[config.mk]
export PLATFORM = sky130hd
export DESIGN_NAME = tl_ul_sram_slave
export DESIGN_NICKNAME = d
export VERILOG_FILES = /design/src/rtl/tl_ul_sram_slave.sv
export SDC_FILE = /design/constraint.sdc
export NUM_CORES = 1
export LEC_CHECK = 0
export ABC_AREA = 1
export ABC_CLOCK_PERIOD_IN_PS = 5410
export BUFFER_PORTS_ARGS = -buffer_cell sky130_fd_sc_hd__buf_2
export CORE_MARGIN = 2
export CORE_UTILIZATION = 45
export CTS_BUF_LIST = sky130_fd_sc_hd__clkbuf_8
export DETAILED_ROUTE_END_ITERATION = 10
export PLACE_DENSITY_LB_ADDON = 0.3
export SLEW_MARGIN = 20
export SYNTH_ARGS = -nofsm -noshare
export SYNTH_HDL_FRONTEND = slang
export SYNTH_SLANG_ARGS = --single-unit
[constraint.sdc]
create_clock -name clock -period 5.41 [get_ports clock]
set_clock_uncertainty 0.1 [all_clocks]
set_input_delay 0.8115 -clock clock [delete_from_list [all_inputs] [get_ports clock]]
set_output_delay 0.8115 -clock clock [all_outputs]
set_load 0.01 [all_outputs]
[src/rtl/tl_ul_sram_slave.sv]
// TL-UL slave endpoint in front of a single-port synchronous SRAM.
// A-channel requests are checked and sent to the SRAM in the cycle they are
// accepted. The response metadata waits one cycle in a stage register so it
// can pick up the SRAM read data. It is then queued in a small response
// FIFO that drives the D channel. a_ready is granted against credits that
// count both queued entries and the one entry still in the stage.
module tl_ul_sram_slave #(
  parameter int ADDR_W = 30,
  parameter int SRC_W  = 1,
  parameter int DEPTH  = 3
) (
  input  logic                clock,
  input  logic                reset,
  input  logic                a_valid,
  output logic                a_ready,
  input  logic [2:0]          a_opcode,
  input  logic [2:0]          a_param,
  input  logic [1:0]          a_size,
  input  logic [SRC_W-1:0]    a_source,
  input  logic [ADDR_W-1:0]   a_address,
  input  logic [3:0]          a_mask,
  input  logic [31:0]         a_data,
  output logic                d_valid,
  input  logic                d_ready,
  output logic [2:0]          d_opcode,
  output logic [1:0]          d_param,
  output logic [1:0]          d_size,
  output logic [SRC_W-1:0]    d_source,
  output logic                d_denied,
  output logic                d_corrupt,
  output logic [31:0]         d_data,
  output logic                sram_req,
  output logic                sram_we,
  output logic [ADDR_W-3:0]   sram_addr,
  output logic [3:0]          sram_wmask,
  output logic [31:0]         sram_wdata,
  input  logic [31:0]         sram_rdata
);

  localparam int PTR_W = (DEPTH > 1) ? $clog2(DEPTH) : 1;
  localparam int CNT_W = $clog2(DEPTH + 1);

  localparam logic [2:0] OP_PUT_FULL = 3'd0;
  localparam logic [2:0] OP_PUT_PART = 3'd1;
  localparam logic [2:0] OP_GET      = 3'd4;

  // Request decode
  logic op_ok;
  logic param_ok;
  logic size_ok;
  logic align_ok;
  logic req_legal;
  logic req_is_get;
  logic fire;

  // Stage register: the one response whose SRAM access is in flight
  logic               pend_reg;
  logic               stg_get_reg;
  logic [1:0]         stg_size_reg;
  logic [SRC_W-1:0]   stg_source_reg;
  logic               stg_denied_reg;

  // Response FIFO storage and control
  logic               fifo_get    [DEPTH];
  logic [1:0]         fifo_size   [DEPTH];
  logic [SRC_W-1:0]   fifo_source [DEPTH];
  logic               fifo_denied [DEPTH];
  logic [31:0]        fifo_data   [DEPTH];

  logic [PTR_W-1:0]   head_reg, head_next;
  logic [PTR_W-1:0]   tail_reg, tail_next;
  logic [CNT_W-1:0]   count_reg, count_next;
  logic [CNT_W:0]     credit_used;
  logic               enq;
  logic               deq;
  logic [31:0]        enq_data;

  // Pointer advance with wrap at DEPTH, so DEPTH need not be a power of two
  function automatic logic [PTR_W-1:0] ptr_inc(input logic [PTR_W-1:0] ptr);
    if (ptr == PTR_W'(DEPTH - 1)) begin
      return '0;
    end
    return ptr + 1'b1;
  endfunction

  // Classify the A-channel request as legal or denied
  always_comb begin
    op_ok    = (a_opcode == OP_PUT_FULL) || (a_opcode == OP_PUT_PART) ||
               (a_opcode == OP_GET);
    param_ok = (a_param == 3'd0);
    size_ok  = (a_size != 2'd3);
    case (a_size)
      2'd0:    align_ok = 1'b1;
      2'd1:    align_ok = ~a_address[0];
      2'd2:    align_ok = (a_address[1:0] == 2'b00);
      default: align_ok = 1'b0;
    endcase
    req_legal  = op_ok && param_ok && size_ok && align_ok;
    req_is_get = (a_opcode == OP_GET);
  end

  // Credits come from registered state only, so d_ready never reaches a_ready
  assign credit_used = {1'b0, count_reg} + (CNT_W + 1)'(pend_reg);
  assign a_ready     = ~reset && (credit_used < (CNT_W + 1)'(DEPTH));
  assign fire        = a_valid && a_ready;

  // Denied requests never touch memory; Gets write no bytes
  assign sram_req   = fire && req_legal;
  assign sram_we    = ~req_is_get;
  assign sram_addr  = a_address[ADDR_W-1:2];
  assign sram_wdata = a_data;

  for (genvar gi = 0; gi < 4; gi++) begin : g_wmask
    assign sram_wmask[gi] = ~req_is_get && a_mask[gi];
  end

  // Capture response metadata while the SRAM access completes
  always_ff @(posedge clock or posedge reset) begin
    if (reset) begin
      pend_reg       <= 1'b0;
      stg_get_reg    <= 1'b0;
      stg_size_reg   <= 2'd0;
      stg_source_reg <= '0;
      stg_denied_reg <= 1'b0;
    end else begin
      pend_reg <= fire;
      if (fire) begin
        stg_get_reg    <= req_is_get;
        stg_size_reg   <= a_size;
        stg_source_reg <= a_source;
        stg_denied_reg <= ~req_legal;
      end
    end
  end

  assign enq      = pend_reg;
  assign deq      = d_valid && d_ready;
  assign enq_data = (stg_get_reg && ~stg_denied_reg) ? sram_rdata : 32'h0;

  // FIFO pointer and occupancy update
  always_comb begin
    head_next  = head_reg;
    tail_next  = tail_reg;
    count_next = count_reg;
    if (enq) begin
      tail_next = ptr_inc(tail_reg);
    end
    if (deq) begin
      head_next = ptr_inc(head_reg);
    end
    case ({enq, deq})
      2'b10:   count_next = count_reg + 1'b1;
      2'b01:   count_next = count_reg - 1'b1;
      default: count_next = count_reg;
    endcase
  end

  // FIFO control registers; reset drops every queued response
  always_ff @(posedge clock or posedge reset) begin
    if (reset) begin
      head_reg  <= '0;
      tail_reg  <= '0;
      count_reg <= '0;
    end else begin
      head_reg  <= head_next;
      tail_reg  <= tail_next;
      count_reg <= count_next;
    end
  end

  // FIFO payload storage; contents are qualified by count so need no reset
  always_ff @(posedge clock) begin
    if (enq) begin
      fifo_get[tail_reg]    <= stg_get_reg;
      fifo_size[tail_reg]   <= stg_size_reg;
      fifo_source[tail_reg] <= stg_source_reg;
      fifo_denied[tail_reg] <= stg_denied_reg;
      fifo_data[tail_reg]   <= enq_data;
    end
  end

  assign d_valid = (count_reg != '0);
  assign d_param = 2'd0;

  // Present the head entry; payload reads as zero whenever nothing is queued
  always_comb begin
    d_opcode  = 3'd0;
    d_size    = 2'd0;
    d_source  = '0;
    d_denied  = 1'b0;
    d_corrupt = 1'b0;
    d_data    = 32'h0;
    if (d_valid) begin
      d_opcode  = {2'b00, fifo_get[head_reg]};
      d_size    = fifo_size[head_reg];
      d_source  = fifo_source[head_reg];
      d_denied  = fifo_denied[head_reg];
      d_corrupt = fifo_denied[head_reg] && fifo_get[head_reg];
      d_data    = fifo_get[head_reg] ? fifo_data[head_reg] : 32'h0;
    end
  end

endmodule

==> summary.txt <==
Setup path
  • CP required: 4.50 ns
  • Critical path type: reg -> out
  • Slowest stage delay, CP: 0.72 ns
  • Critical path's slowest cell: dfrtp_2
  • Crit-path max FO: 41
  • WP data arrival: 2.81 ns
  • Reg2Reg Depth: 3
  • CP Launch Type: flip-flop
  • Reg2reg start: head_reg[1]$_DFFE_PP0N_
  • Buf+Inv Stages, Crit Path: 1
  • R2R Path End: head_reg[0]$_DFFE_PP0N_
  • CP endpoint kind: output port
  • R2r setup slk: 3.34 ns
  • Cell family with the largest share of critical-path delay: simple AND/OR/NAND/NOR gates
  • Crit path cell chain: nor2_4 > nand2_1 > nand3_2 > nand2_2 > nor2_1 > buf_2

CTS
  • CTS clk-pin slew, worst paths: 0.06 ns
  • Root buffer cell: clkbuf_8
  • # clock sinks: 123
  • H-Tree Level Count: 4
  • Cts hold-fix bufs: 0
  • Clock buffer depth: 2
  • CTS buffer count: 17
  • Clock tree from TritonCTS: built
  • Post-CTS setup buffer count: 0
  • PostCTS Resize Cnt: 0
  • Clock latency on the worst-skew pair: 0.42 ns

Global route
  • GRT met2 Usage: 0.3201
  • Vias in the first global route: 3835
  • Gr busiest metal: met2
  • Met3 GRT Util: 0.06419
  • Pin count of the biggest net entering global routing: 42
  • Global-route usage over all layers: 0.1818
  • Initial antenna violation count: 0
  • Met1 usage: 0.1843
  • First-pass GRT wire length: 19290 um
  • Gr ovfl total: 0

Cells and area
  • Commonest non-fill, non-tap cell in the layout: nand2_1
  • Antenna fix cells: 0
  • Final Instance Area: 6350 um^2
  • Regs by FF count: fifo_data x96, fifo_size x6
  • Max reg flops: 96
  • Most frequent cells in the layout: nand2_1, nor2_1, edfxtp_1, buf_2, inv_1
  • Largest Register: fifo_data
  • Final net count: 760
  • Layout area overhead: 7.933%
  • Layout cell share with drive strength beyond 1: 0.2291

Logic synthesis
  • Post-synthesis cell count: 606
  • Number of synthesized register bits: 123
  • Syn Std Cell Area: 5883 um^2
  • Avg Synthesized Cell Area: 9.708 um^2
  • Distinct cells, synth: 24
  • Ys Warns: 0
  • Register area share after synthesis: 0.6176

Power and ir drop
  • Pwr dens: 474.5 nW/um^2
  • Comb pwr share: 0.325
  • Sw Share: 0.3633
  • Clock share of power: 0.237
  • VDD IR max: 0.1867 mV
  • Static leakage: 0.003051 uW
  • Register share of total power: 0.437
  • Cell internal pwr: 1918 uW
  • Switching pwr: 1095 uW

Hold path
  • Hold Path Class: in -> async

STA
  • RSZ-0062 raised after global routing: false
  • Setup TNS: 0 ns
  • Post-layout min period: 3.723 ns
  • Tcrit/Tclk final: 0.6882
  • Pins over their slew limit: 0
  • Hold Violations, Final: 0
  • # setup viols final: 0
  • Hold slack: 0.3302 ns
  • Tightest Pin Transition: 0.9123 ns
  • Relative slew slack: 0.3909
  • FMAX: 268.6 MHz

Floorplan
  • Full die area: 14000 um^2
  • I/O Pins: 221
  • Core area: 12670 um^2
  • Initial Util: 0.4643
  • Die height: 118.3 um
  • Rows: 41
  • Chip width: 118.3 um

Run status
  • Status: complete, no violations

Placed design
  • Port bufs: 96
  • HPWL Detailed: 8244 um
  • DP Area: 5992 um^2
  • RePlAce Congestion: 0.7389

Flow run
  • Max-cap violations: 0

Route
  • First DRT Iteration DRCs: 270
  • Via-per-instance ratio: 4.548
  • Total Routed Length: 12180 um
  • Post-route DRC: 0
  • Detailed-router iteration count before antenna repair: 5
  • Vias: 3779
  • Routed Antenna Nets: 0
  • DR WL/cell: 14.66 um
logic make-up after synthesis:
kind of cell | after synthesis | share of synthesized area
other | 1 | 0.0006374
buffers and inverters | 175 | 0.1659
adder cells (fa/ha/maj) | 3 | 0.006381
AO/OA/AOI/OAI | 7 | 0.005954
AND/OR/NAND/NOR | 295 | 0.2006
XOR/XNOR | 2 | 0.002978
flip-flops | 123 | 0.6176
cell usage after synthesis:
library cell	number	area [um^2]
nand3_2	1	10.01
nand4_1	1	6.260
nor2_2	13	81.33
xnor2_1	1	8.760
inv_2	3	11.26
a21oi_1	1	5.000
nand2_2	1	6.260
nor2_4	2	22.52
edfxtp_1	111	3333
nor2_1	126	473.0
nand2_1	141	529.3
ha_1	3	37.54
inv_1	92	345.3
nand3_1	8	40.04
or2_2	1	6.260
xor2_1	1	8.760
dfrtp_1	12	300.3
buf_6	10	112.6
nor3_1	1	5.000
clkbuf_1	3	11.26
buf_2	3	15.01
buf_4	64	480.5
conb_1	1	3.750
o21ai_0	6	30.03
area by class of cell:
| cell class | instances | area, um^2 |
|---|---|---|
| fill | 1198 | 6321 |
| sequential | 123 | 3635 |
| multi-input combinational | 311 | 1290 |
| timing repair buffer | 98 | 495.5 |
| inverter | 95 | 356.6 |
| clock buffer | 20 | 275.3 |
| tap | 172 | 215.2 |
| clock inverter | 12 | 82.58 |
power by group through the flow:
stage	sequential, uW	combinational (uW)	clock, uW
6_report	1320	981	715
5_1_grt	1340	1130	770
4_1_cts	1320	1010	730
3_5_place_dp	1340	1000	0
3_3_place_gp	1330	989	0
2_1_floorplan	1290	804	0
per-stage QoR:
stage / total power, uW / setup slack, ns / std cells / utilization
6_report: 3013 / 1.687 / 831 / 0.5011
3_5_place_dp: 2342 / 2.032 / 799 / 0.4729
3_3_place_gp: 2318 / 2.077 / 799 / 0.4729
4_1_cts: 3058 / 1.556 / 831 / 0.5011
5_1_grt: 3235 / 1.318 / 831 / 0.5011
2_1_floorplan: 2090 / 1.804 / 609 / -
per-layer routing:
layer  wire length, um  vias up
met5                 0        -
met4               501        0
met3               956       36
met2              6359      186
met1              4362     1687
li1                  -     1870
how the worst max path moves through the flow:
stage,depth (start not counted),slack (ns),to,start
finish,6,1.69,d_data[31],head_reg[1]$_DFFE_PP0N_
global route,6,1.32,d_data[12],head_reg[1]$_DFFE_PP0N_
CTS,6,1.56,d_data[31],head_reg[1]$_DFFE_PP0N_
detailed placement,6,2.03,d_data[31],head_reg[1]$_DFFE_PP0N_
global placement,6,2.08,d_data[31],head_reg[1]$_DFFE_PP0N_
floorplan,2,1.80,fifo_data[2][0]$_DFFE_PP_,enq$_DFF_PP0_
Power figures use the tool's default switching activity.
